File: src/rtl/frame_sequencer_if.sv
// frame_sequencer_if -- bundles the frame sequencer's control, preamble,
// payload and output-symbol signals.
//   master : sequencer side (drives pre_reset/pre_enable/pay_ready/sym_*/status)
//   slave  : environment side (drives start/pre_symbol/pay_*/sym_ready)
interface frame_sequencer_if;
  logic       start;
  logic       pre_reset;
  logic       pre_enable;
  logic [3:0] pre_symbol;
  logic [3:0] pay_data;
  logic       pay_valid;
  logic       pay_last;
  logic       pay_ready;
  logic [3:0] sym_out;
  logic       sym_valid;
  logic       sym_ready;
  logic       busy;
  logic       done;
  logic       abort;

  modport master (
    input  start, pre_symbol, pay_data, pay_valid, pay_last, sym_ready,
    output pre_reset, pre_enable, pay_ready, sym_out, sym_valid, busy, done, abort
  );
  modport slave (
    output start, pre_symbol, pay_data, pay_valid, pay_last, sym_ready,
    input  pre_reset, pre_enable, pay_ready, sym_out, sym_valid, busy, done, abort
  );
endinterface

File: src/rtl/frame_sequencer.sv
// frame_sequencer -- emits one frame per start request: PREAMBLE_LEN symbols
// pulled from an external preamble generator, the payload stream up to and
// including pay_last, then GUARD_LEN zero symbols, all through a single
// registered output slot (sym_out/sym_valid with sym_ready backpressure).
// Ports:
//   clk, reset : clock, asynchronous active-high reset
//   bus        : frame_sequencer_if.master (start, preamble generator control,
//                payload handshake, output symbol handshake, busy/done/abort)
// Optional feature: define FRAME_TIMEOUT_EN to abort a frame whose payload
// stalls for TIMEOUT_CYCLES consecutive free cycles; otherwise abort is 0.
module frame_sequencer #(
  parameter int PREAMBLE_LEN   = 64,
  parameter int GUARD_LEN      = 4,
  parameter int TIMEOUT_CYCLES = 255
) (
  input  logic               clk,
  input  logic               reset,
  frame_sequencer_if.master  bus
);
  typedef enum logic [2:0] {IDLE, LOAD, PREAMBLE, PAYLOAD, GUARD} state_t;

  localparam logic [9:0] PRE_LAST   = 10'(PREAMBLE_LEN - 1);
  localparam logic [3:0] GUARD_LAST = 4'(GUARD_LEN - 1);

  state_t     state, state_nxt;
  logic [9:0] pre_cnt;
  logic [3:0] guard_cnt;
  logic       free, accept, timeout_hit;
  logic       pre_reset, pre_enable, pay_ready, load, frame_end;
  logic [3:0] load_sym;

  // Output slot can take a new symbol when empty or being drained this cycle.
  assign free   = !bus.sym_valid || bus.sym_ready;
  assign accept = (state == PAYLOAD) && free && bus.pay_valid;

  // State register
  always_ff @(posedge clk or posedge reset) begin
    if (reset) state <= IDLE;
    else       state <= state_nxt;
  end

  // Next-state logic
  always_comb begin
    state_nxt = state;
    unique case (state)
      IDLE:     if (bus.start) state_nxt = LOAD;
      LOAD:     state_nxt = PREAMBLE;
      PREAMBLE: if (free && pre_cnt == PRE_LAST) state_nxt = PAYLOAD;
      PAYLOAD: begin
        if (timeout_hit)                state_nxt = IDLE;
        else if (accept && bus.pay_last) state_nxt = (GUARD_LEN == 0) ? IDLE : GUARD;
      end
      GUARD:    if (frame_end) state_nxt = IDLE;
      default:  state_nxt = IDLE;
    endcase
  end

  // Output / datapath-control decode
  always_comb begin
    pre_reset  = 1'b0;
    pre_enable = 1'b0;
    pay_ready  = 1'b0;
    load       = 1'b0;
    load_sym   = 4'h0;
    frame_end  = 1'b0;
    unique case (state)
      LOAD:     pre_reset = 1'b1;
      PREAMBLE: begin
        pre_enable = free;
        load       = free;
        load_sym   = bus.pre_symbol;
      end
      PAYLOAD:  begin
        pay_ready  = free;
        load       = accept;
        load_sym   = bus.pay_data;
        frame_end  = accept && bus.pay_last && (GUARD_LEN == 0);
      end
      GUARD:    begin
        load       = free;
        frame_end  = free && (guard_cnt == GUARD_LAST);
      end
      default: ;
    endcase
  end

  // Preamble and guard counters restart whenever the sequencer is idle.
  always_ff @(posedge clk or posedge reset) begin
    if (reset) begin
      pre_cnt   <= '0;
      guard_cnt <= '0;
    end else if (state == IDLE) begin
      pre_cnt   <= '0;
      guard_cnt <= '0;
    end else begin
      if (pre_enable)              pre_cnt   <= pre_cnt + 10'd1;
      if (state == GUARD && free)  guard_cnt <= guard_cnt + 4'd1;
    end
  end

  // Output slot: load when free, otherwise hold until drained.
  always_ff @(posedge clk or posedge reset) begin
    if (reset) begin
      bus.sym_out   <= 4'h0;
      bus.sym_valid <= 1'b0;
    end else if (load) begin
      bus.sym_out   <= load_sym;
      bus.sym_valid <= 1'b1;
    end else if (bus.sym_ready) begin
      bus.sym_valid <= 1'b0;
    end
  end

`ifdef FRAME_TIMEOUT_EN
  localparam int TO_W = (TIMEOUT_CYCLES < 2) ? 1 : $clog2(TIMEOUT_CYCLES + 1);
  localparam logic [TO_W-1:0] TO_LAST = TO_W'(TIMEOUT_CYCLES - 1);

  logic [TO_W-1:0] to_cnt;
  logic            starve;

  // Only free cycles with nothing offered count as a stall; backpressured
  // cycles neither count nor clear.
  assign starve      = (state == PAYLOAD) && free && !bus.pay_valid;
  assign timeout_hit = starve && (to_cnt == TO_LAST);

  always_ff @(posedge clk or posedge reset) begin
    if (reset)                          to_cnt <= '0;
    else if (state != PAYLOAD || accept) to_cnt <= '0;
    else if (starve)                     to_cnt <= to_cnt + 1'b1;
  end

  assign bus.abort = timeout_hit;
`else
  assign timeout_hit = 1'b0;
  assign bus.abort   = 1'b0;
`endif

  assign bus.pre_reset  = pre_reset;
  assign bus.pre_enable = pre_enable;
  assign bus.pay_ready  = pay_ready;
  assign bus.busy       = (state != IDLE);
  assign bus.done       = frame_end;
endmodule

File: src/flat_wrapper.sv
// flat-port wrapper written by rule: the top's interface ports become plain ports
module frame_sequencer_flat 
#(
  parameter int PREAMBLE_LEN   = 64,
  parameter int GUARD_LEN      = 4,
  parameter int TIMEOUT_CYCLES = 255
)
  (clk, reset, bus_start, bus_pre_symbol, bus_pay_data, bus_pay_valid, bus_pay_last, bus_sym_ready, bus_pre_reset, bus_pre_enable, bus_pay_ready, bus_sym_out, bus_sym_valid, bus_busy, bus_done, bus_abort);
  frame_sequencer_if bus_i ();
  input  logic clk;
  input  logic reset;
  input wire logic [$bits(bus_i.start)-1:0] bus_start;
  input wire logic [$bits(bus_i.pre_symbol)-1:0] bus_pre_symbol;
  input wire logic [$bits(bus_i.pay_data)-1:0] bus_pay_data;
  input wire logic [$bits(bus_i.pay_valid)-1:0] bus_pay_valid;
  input wire logic [$bits(bus_i.pay_last)-1:0] bus_pay_last;
  input wire logic [$bits(bus_i.sym_ready)-1:0] bus_sym_ready;
  output wire logic [$bits(bus_i.pre_reset)-1:0] bus_pre_reset;
  output wire logic [$bits(bus_i.pre_enable)-1:0] bus_pre_enable;
  output wire logic [$bits(bus_i.pay_ready)-1:0] bus_pay_ready;
  output wire logic [$bits(bus_i.sym_out)-1:0] bus_sym_out;
  output wire logic [$bits(bus_i.sym_valid)-1:0] bus_sym_valid;
  output wire logic [$bits(bus_i.busy)-1:0] bus_busy;
  output wire logic [$bits(bus_i.done)-1:0] bus_done;
  output wire logic [$bits(bus_i.abort)-1:0] bus_abort;
  assign bus_i.start = bus_start;
  assign bus_i.pre_symbol = bus_pre_symbol;
  assign bus_i.pay_data = bus_pay_data;
  assign bus_i.pay_valid = bus_pay_valid;
  assign bus_i.pay_last = bus_pay_last;
  assign bus_i.sym_ready = bus_sym_ready;
  assign bus_pre_reset = bus_i.pre_reset;
  assign bus_pre_enable = bus_i.pre_enable;
  assign bus_pay_ready = bus_i.pay_ready;
  assign bus_sym_out = bus_i.sym_out;
  assign bus_sym_valid = bus_i.sym_valid;
  assign bus_busy = bus_i.busy;
  assign bus_done = bus_i.done;
  assign bus_abort = bus_i.abort;
  frame_sequencer #(.PREAMBLE_LEN(PREAMBLE_LEN), .GUARD_LEN(GUARD_LEN), .TIMEOUT_CYCLES(TIMEOUT_CYCLES)) u_core (.clk(clk), .reset(reset), .bus(bus_i));
endmodule
File: config.mk
export PLATFORM = sky130hd
export DESIGN_NAME = frame_sequencer_flat
export DESIGN_NICKNAME = d
export VERILOG_FILES = /design/src/rtl/frame_sequencer_if.sv /design/src/rtl/frame_sequencer.sv /design/src/flat_wrapper.sv
export SDC_FILE = /design/constraint.sdc
export NUM_CORES = 1
export LEC_CHECK = 0
export CAP_MARGIN = 15
export CORE_MARGIN = 2
export CORE_UTILIZATION = 34
export CTS_CLUSTER_DIAMETER = 100
export CTS_CLUSTER_SIZE = 16
export DETAILED_ROUTE_END_ITERATION = 10
export GPL_TIMING_DRIVEN = 1
export PLACE_DENSITY = 0.65
export SLEW_MARGIN = 5
export SYNTH_ARGS = -nofsm -noshare
export SYNTH_HDL_FRONTEND = slang
export SYNTH_SLANG_ARGS = --single-unit
File: constraint.sdc
create_clock -name clk -period 1.7 [get_ports clk]
set_input_delay 0.34 -clock clk [delete_from_list [all_inputs] [get_ports clk]]
set_output_delay 0.34 -clock clk [all_outputs]
set_load 0.01 [all_outputs]
# Word-level counts from Yosys, hierarchy flattened
# Index checks and enable logic that the tools add are counted.
# totals
ff_bits,22
input_bits,14
output_inout_bits,11
elab_cells,49
# op_classes
add_sub_neg,2
eq_ne,10
mux,17
n_reduce_logical,15
# ops
cell,count
10-bit 2-to-1 mux,2
3-bit case mux with 5 select lines,1
3-bit 2-to-1 mux,4
"10-bit by 1-bit adder with 10-bit output, second input constant",1
"10-bit by 6-bit equality test with 1-bit output, second input constant",1
4-bit 2-to-1 mux,2
4-bit case mux with 2 select lines,1
"3-bit by 2-bit equality test with 1-bit output, second input constant",2
1-bit logical AND,6
1-bit 2-to-1 mux,6
"2-bit inequality test, second input constant",3
2-bit nonzero test,3
"4-bit by 1-bit adder with 4-bit output, second input constant",1
"4-bit by 2-bit equality test with 1-bit output, second input constant",1
4-bit AND reduction,1
"3-bit by 1-bit equality test with 1-bit output, second input constant",1
"3-bit equality test, second input constant",1
3-bit zero test,1
3-bit nonzero test,1
"2-bit by 1-bit inequality test with 1-bit output, second input constant",1
1-bit case mux with 2 select lines,1
2-bit OR reduction,1
1-bit zero test,1
1-bit logical OR,1

# Depth between registers and ports, before layout
# Gate-level depths: netlist (run 1).
# logic_depth
word_depth,7
ltp_mapped,7
ltp_nobuf,5

# Least setup slack after synthesis (run 1)
# OpenSTA, ideal clock, no wires.
# synth_path
path_kind,register to register
from,register u_core.state[2]
to,register u_core.pre_cnt[9]
setup_ps,78
arrival_time_ps,1589
required_time_ps,1622
slack_ps,33
path_stages_with_launch,6
n_path_buf,1
period_less_slack_ps,1667
cell_sequence,dfrtp_1 > buf_6 > nand2b_4 > or4_4 > or3_1 > a21oi_1
# synth_between
elab_chain_len,3
elab_cells_between_ends,5
cone_classes,1 x eq/ne; 2 x mux; 2 x reduce/logical
# synth_lines
item,line_no,source
from (decl),frame_sequencer.sv:25,"state_t state, state_nxt;"
from (signal assigned),frame_sequencer.sv:39,else state <= state_nxt;
3-bit by 2-bit equality test with 1-bit output,frame_sequencer.sv:66,unique case (state)
1-bit 2-to-1 mux,frame_sequencer.sv:66,
2-bit nonzero test (no line),-,
to (signal assigned),frame_sequencer.sv:96,if (pre_enable) pre_cnt <= pre_cnt + 10'd1;
to (decl),frame_sequencer.sv:26,logic [9:0] pre_cnt;
# Several ways; a longest one is shown, not always the timed one.
# A chain may end at the register's enable or synchronous reset.

# Worst setup path after layout (run 1)
# layout_path
from,register u_core.state[1]
to,output bus_pre_enable
# layout_between
elab_chain_len,2
# layout_lines
item,line_no,source
3-bit by 2-bit equality test with 1-bit output,frame_sequencer.sv:66,
1-bit 2-to-1 mux,frame_sequencer.sv:66,
to (decl),flat_wrapper.sv:19,output wire logic [$bits(bus_i.pre_enable)-1:0] bus_pre_enable;
# No other way between the ends.

==> flow_metrics.tcl, run 1 <==
set metrics [dict create \
    status "complete, but fails checks" \
    violations "setup timing" \
    synth-seq-cells 22 \
    ys.flop_type "dfrtp_1" \
    placed_area_sq_um 1610 \
    cts_buffers 3 \
    track_usage_pct 15.3 \
    htreeDepth 1 \
    drive_above_1_share_pct 32.6 \
    power_w 0.00284 \
    clkSinkCount 22 \
    gp_congestion 0.808 \
    path_clk_slew_ns 0.14 \
    fin_area_sq_um 1810 \
    antenna_found_initial 0 \
    layout.nets 189 \
    ys_warn_count 0 \
    cp-end-kind "output pin" \
    overflow 0 \
    synth_area_leader_cell "dfrtp_1" \
    first_iter_violations 16 \
    fin_crit_ns 1.79 \
    die_area_sq_um 4000 \
    synth_edf_count 0 \
    max-cap-violations 0 \
    detail_route.wl_per_cell_um 13.4 \
    syn_inst 122 \
    syn_nets 138 \
    cp_data_arrival_time_ns 1.45 \
    clk-insertion-delay-late_ns 0.32 \
    fin_ws_ns -0.0949 \
    cts_buffer_depth 2 \
    reg2reg_slack_ns -0.09 \
    drtPass1Iterations 3 \
    required_ns 1.36 \
    drt.antenna.violating_nets 0 \
    post-route-period-util_pct 106 \
    hold_buffers 0 \
    reg2reg_depth 8 \
    drv_slew 0 \
    grt_pass1_wl_um 4890 \
    synth_async_sr_flop_share_pct 100 \
    syn-cell-area_sq_um 1190 \
    grt_pass1_vias 1059 \
    syn2layout_area_growth_pct 51.5 \
    reg2reg_to "u_core.bus.sym_out[0]" \
    num_rows 21 \
    post-route-drc-count 0 \
    ir_drop_mv 0.913 \
    core_sq_um 3360 \
    start_util_pct 35.5 \
    wirelength_um 2930 \
    gr-usage-met2_pct 26.6 \
    grt_use_met3_pct 2.50 \
    diodes 0 \
    vias 1067 \
    root_buffer "clkbuf_4" \
    met1_usage_pct 19.9 \
    via_per_inst 4.89 \
    gr-max-usage-layer "met2" \
    grt_max_degree 23 \
    ys_seq_area_share_pct 46.1 \
    layout_commonest_cell "buf_4" \
    die_y_um 63.3 \
    synth_top_cell_area_share_pct 46.1 \
    hp-class "in2async" \
    final_cell_mix "buf_4, dfrtp_1, clkdlybuf4s50_1, nand2_1, mux2i_1" \
    critPathMaxFanout 2 \
    fin_util_pct 53.8 \
    fin_skew_ns 0.0151 \
    cp-start-kind "flip-flop" \
    fillers 314 \
    die_w_um 63.3 \
    max_clock_freq_mhz 557 \
    syn_area_per_cell_sq_um 9.79 \
    io_pins 25 \
    p_leak_nw 0.841 \
    ys_types 38 \
    final_hold_viol_count 0 \
    power.density_nw_per_um2 1570 \
    rsz0062_at_grt "yes" \
    dp_hpwl_um 2120 \
    setup_violations 8 \
    place.port_buffers 23 \
    cts_tree "built" \
    pre_cts_ws_ns -0.521 \
    critical_path.reg2reg.startpoint "u_core.state[1]" \
    synth.area.top_cells "dfrtp_1, mux2i_1, nand2_1" \
    finalHoldWorstSlack_ns 0.327 \
    worstSetupPathType "reg2out" \
]
==> cell usage after synthesis (2+ instances only) <==
library cell / n
dfrtp_1: 22
clkbuf_1: 3
a21oi_1: 3
or4_1: 2
ha_1: 2
inv_2: 2
o21ai_0: 6
a31oi_1: 2
xnor2_1: 3
nand3b_1: 2
mux2i_1: 8
nor3_1: 4
inv_1: 2
nand2_1: 12
nand4_1: 3
o211ai_1: 2
nor4_1: 2
nor2b_1: 2
nor2_1: 7
or3_1: 4
mux2_2: 3
nand3_1: 7
nand2b_1: 2
and3_1: 3
==> kinds of logic after synthesis <==
group,share of synthesized area [%]
mux,10.5
fa+ha+maj,2.09
flops,46.1
other cells,0.314
xor+xnor,2.20
compound gates,8.17
buf+inv,4.19
simple gates,26.5
==> through the flow <==
stage | cells | setup TNS [ns]
detailed placement | 207 | -3.99
global placement | 207 | -3.85
global route | 218 | -1.17
CTS | 218 | -0.498
floorplan | 122 | 0
finish | 218 | -0.516
==> registers in the layout (all words and copies together) (netlist names) <==
signal and count:
u_core.guard_cnt 4, u_core.pre_cnt 10, u_core.state 3, u_core.bus.sym_valid 1
u_core.bus.sym_out 4
==> metal layers <==
metal	routed length (um)	up-vias
met5	0	-
li1	-	541
met3	59	4
met1	1380	512
met4	33	0
met2	1460	10
==> report_power, final <==
group          total, W  internal [W]  switching, W
combinational   0.00168      0.000947      0.000730
clock          0.000411      0.000238      0.000173
sequential     0.000754      0.000660     0.0000936
==> how the worst max path moves through the flow <==
stage	startpoint	end	slack, ns	cells past startpoint
after floorplan	u_core.state[2]	u_core.pre_cnt[9]	0.03	5
after global placement	bus_sym_ready	bus_pre_enable	-0.53	5
after detailed placement	bus_sym_ready	bus_pre_enable	-0.52	5
after CTS	u_core.state[1]	bus_done	-0.08	5
after global routing	u_core.state[1]	bus_done	-0.15	5
final	u_core.state[1]	bus_pre_enable	-0.09	5
==> worst max-delay path, cell delays in order (launching register included) <==
cell and delay, ns:
dfrtp_1 0.43, buf_6 0.14, nand2b_4 0.05, or3_4 0.35, inv_2 0.07, buf_6 0.09
==> what timing repair did <==
action	4_1_cts	5_1_grt
buffers inserted	8	0
setup endpoints to repair	7	14
endpoints found under the hold margin	0	0
pin swaps	8	4
resized for setup	35	10
==> cell type report <==
class                      count  area, sq um  area share [%]
multi-input combinational     90          667            36.8
sequential                    22          551            30.4
timing repair buffer          52          468            25.8
tap                           46         57.6            3.18
clock inverter                 1         30.0            1.66
clock buffer                   3         22.5            1.24
inverter                       4         15.0           0.829
No activity file was read; power rests on OpenSTA's default activity.
==> run 2: changes to the inputs <==
- PLACE_DENSITY: 0.65 -> 0.71
==> flow_metrics.tcl, run 2 (same netlist as run 1, synthesis figures left out) <==
set metrics [dict create \
    status "complete, but fails checks" \
    violations "setup timing" \
    overflow 0 \
    rsz0062_at_grt "yes" \
    final_cell_mix "buf_4, dfrtp_1, clkdlybuf4s50_1, nand2_1, mux2i_1" \
    detail_route.wl_per_cell_um 14.0 \
    hp-class "in2async" \
    placed_area_sq_um 1610 \
    fillers 335 \
    syn2layout_area_growth_pct 45.1 \
    drtPass1Iterations 4 \
    largest_register "u_core.pre_cnt" \
    htreeDepth 1 \
    max-cap-violations 0 \
    cts_tree "built" \
    cp_slowest_cell "dfrtp_1" \
    layout.nets 185 \
    clkSinkCount 22 \
    regArea_sq_um 552 \
    wirelength_um 2990 \
    max_clock_freq_mhz 564 \
    drive_above_1_share_pct 32.7 \
    place.port_buffers 23 \
    critical-path-top-delay-family "flip-flops" \
    finalHoldWorstSlack_ns 0.353 \
    max_stage_delay_ns 0.44 \
    top_regs "u_core.pre_cnt: 10 flops, u_core.bus.sym_out: 4 flops, u_core.guard_cnt: 4 flops" \
    grt_pass1_wl_um 5110 \
    power.density_nw_per_um2 1470 \
    cp_data_arrival_time_ns 1.43 \
    clk-insertion-delay-late_ns 0.30 \
    ir_drop_mv 0.670 \
    io_pins 25 \
    path_clk_slew_ns 0.13 \
    largest_register_ffs 10 \
    fin_skew_ns 0.00577 \
    grt_pass1_vias 1128 \
    gp_congestion 0.863 \
    start_util_pct 35.5 \
    root_buffer "clkbuf_4" \
    fin_area_sq_um 1730 \
    path_buf_inv 3 \
    grt_max_degree 23 \
    crit_top_cell "buf_6" \
    cp-end-kind "output pin" \
    hold_buffers 0 \
    post-route-period-util_pct 104 \
    fin_util_pct 51.6 \
    antenna_found_initial 0 \
    worstSetupPathType "reg2out" \
    num_rows 21 \
    die_area_sq_um 4000 \
    multi_input_area_sq_um 656 \
    fin_ws_ns -0.0721 \
    drt.antenna.violating_nets 0 \
    track_usage_pct 15.5 \
    critPathMaxFanout 3 \
    post-route-drc-count 0 \
    cts_buffer_depth 2 \
    vias 1082 \
    drv_slew 0 \
    path_cells "buf_6 -> or3_4 -> inv_4 -> buf_6" \
    cp-start-kind "flip-flop" \
    final_hold_viol_count 0 \
    cts_buffers 3 \
    fin_crit_ns 1.77 \
    die_y_um 63.3 \
    via_per_inst 5.06 \
    die_w_um 63.3 \
    core_sq_um 3360 \
    first_iter_violations 19 \
    diodes 0 \
    required_ns 1.36 \
    setup_violations 4 \
    p_leak_nw 0.788 \
    dp_hpwl_um 2240 \
]
==> run 2: cell types whose count changed in the layout (fill, tap and decap cells not counted), sizes merged <==
cell / previous run / this run
buf: 34 / 30
clkbuf: 3 / 4
bufinv: 1 / 0
==> run 2: cell type report <==
cell class                      count  area share (%)
Clock buffer                        4            2.09
Inverter                            4            1.01
Multi-Input combinational cell     90            37.8
Sequential cell                    22            31.8
Tap cell                           46            3.32
Timing Repair Buffer               48            24.0
==> run 2: per-layer routing <==
| metal | vias to the layer above | wire length (um) | GRT usage [%] |
|---|---|---|---|
| met5 | - | 0 | 0 |
| met4 | 0 | 34 | 3.80 |
| met3 | 5 | 98 | 2.50 |
| met2 | 18 | 1540 | 26.5 |
| met1 | 531 | 1320 | 20.4 |
| li1 | 528 | - | - |
==> run 2: stage by stage <==
stage               cells  setup slack (ns)  setup TNS, ns  power (W)
floorplan             122            0.0329              0    0.00142
global placement      206            -0.530          -3.81    0.00203
detailed placement    206            -0.507          -3.80    0.00208
CTS                   216           -0.0719         -0.183    0.00255
global route          214            -0.171         -0.698    0.00273
finish                214           -0.0721         -0.239    0.00255
==> run 2: worst paths after layout <==
kind	cells after the start	to	slack [ns]	startpoint
max in group asynchronous	3	u_core.state[1]	1.11	reset
setup reg to reg	5	u_core.pre_cnt[8]	-0.07	u_core.bus.sym_valid
setup / recovery	4	bus_pre_enable	-0.07	u_core.state[0]
min in group clk	1	u_core.bus.sym_out[3]	0.52	u_core.bus.sym_out[3]
hold reg to reg	1	u_core.bus.sym_out[3]	0.52	u_core.bus.sym_out[3]
hold / removal	3	u_core.pre_cnt[5]	0.35	reset
==> run 2: power breakdown <==
part           internal [W]  switching [W]  total [W]
clock network      0.000131       0.000160   0.000290
logic              0.000806       0.000651    0.00146
registers          0.000662       0.000137   0.000799
total               0.00160       0.000948    0.00255
==> run 2: what timing repair did <==
| item | in CTS | in global routing |
|---|---|---|
| setup endpoints to repair | 7 | 15 |
| setup buffers | 7 | 1 |
| pin swaps | 7 | 1 |
| resized for setup | 33 | 10 |
==> run 2: worst min-delay path, delay by kind of cell <==
kind / cells / cell delay (ns)
buf+inv: 3 / 0.72
==> run 3: changes to the inputs <==
- ABC_CLOCK_PERIOD_IN_PS: not set -> 1700
==> results of run 3 <==
The final DEF is identical to that of run 2; final timing and power are the same.
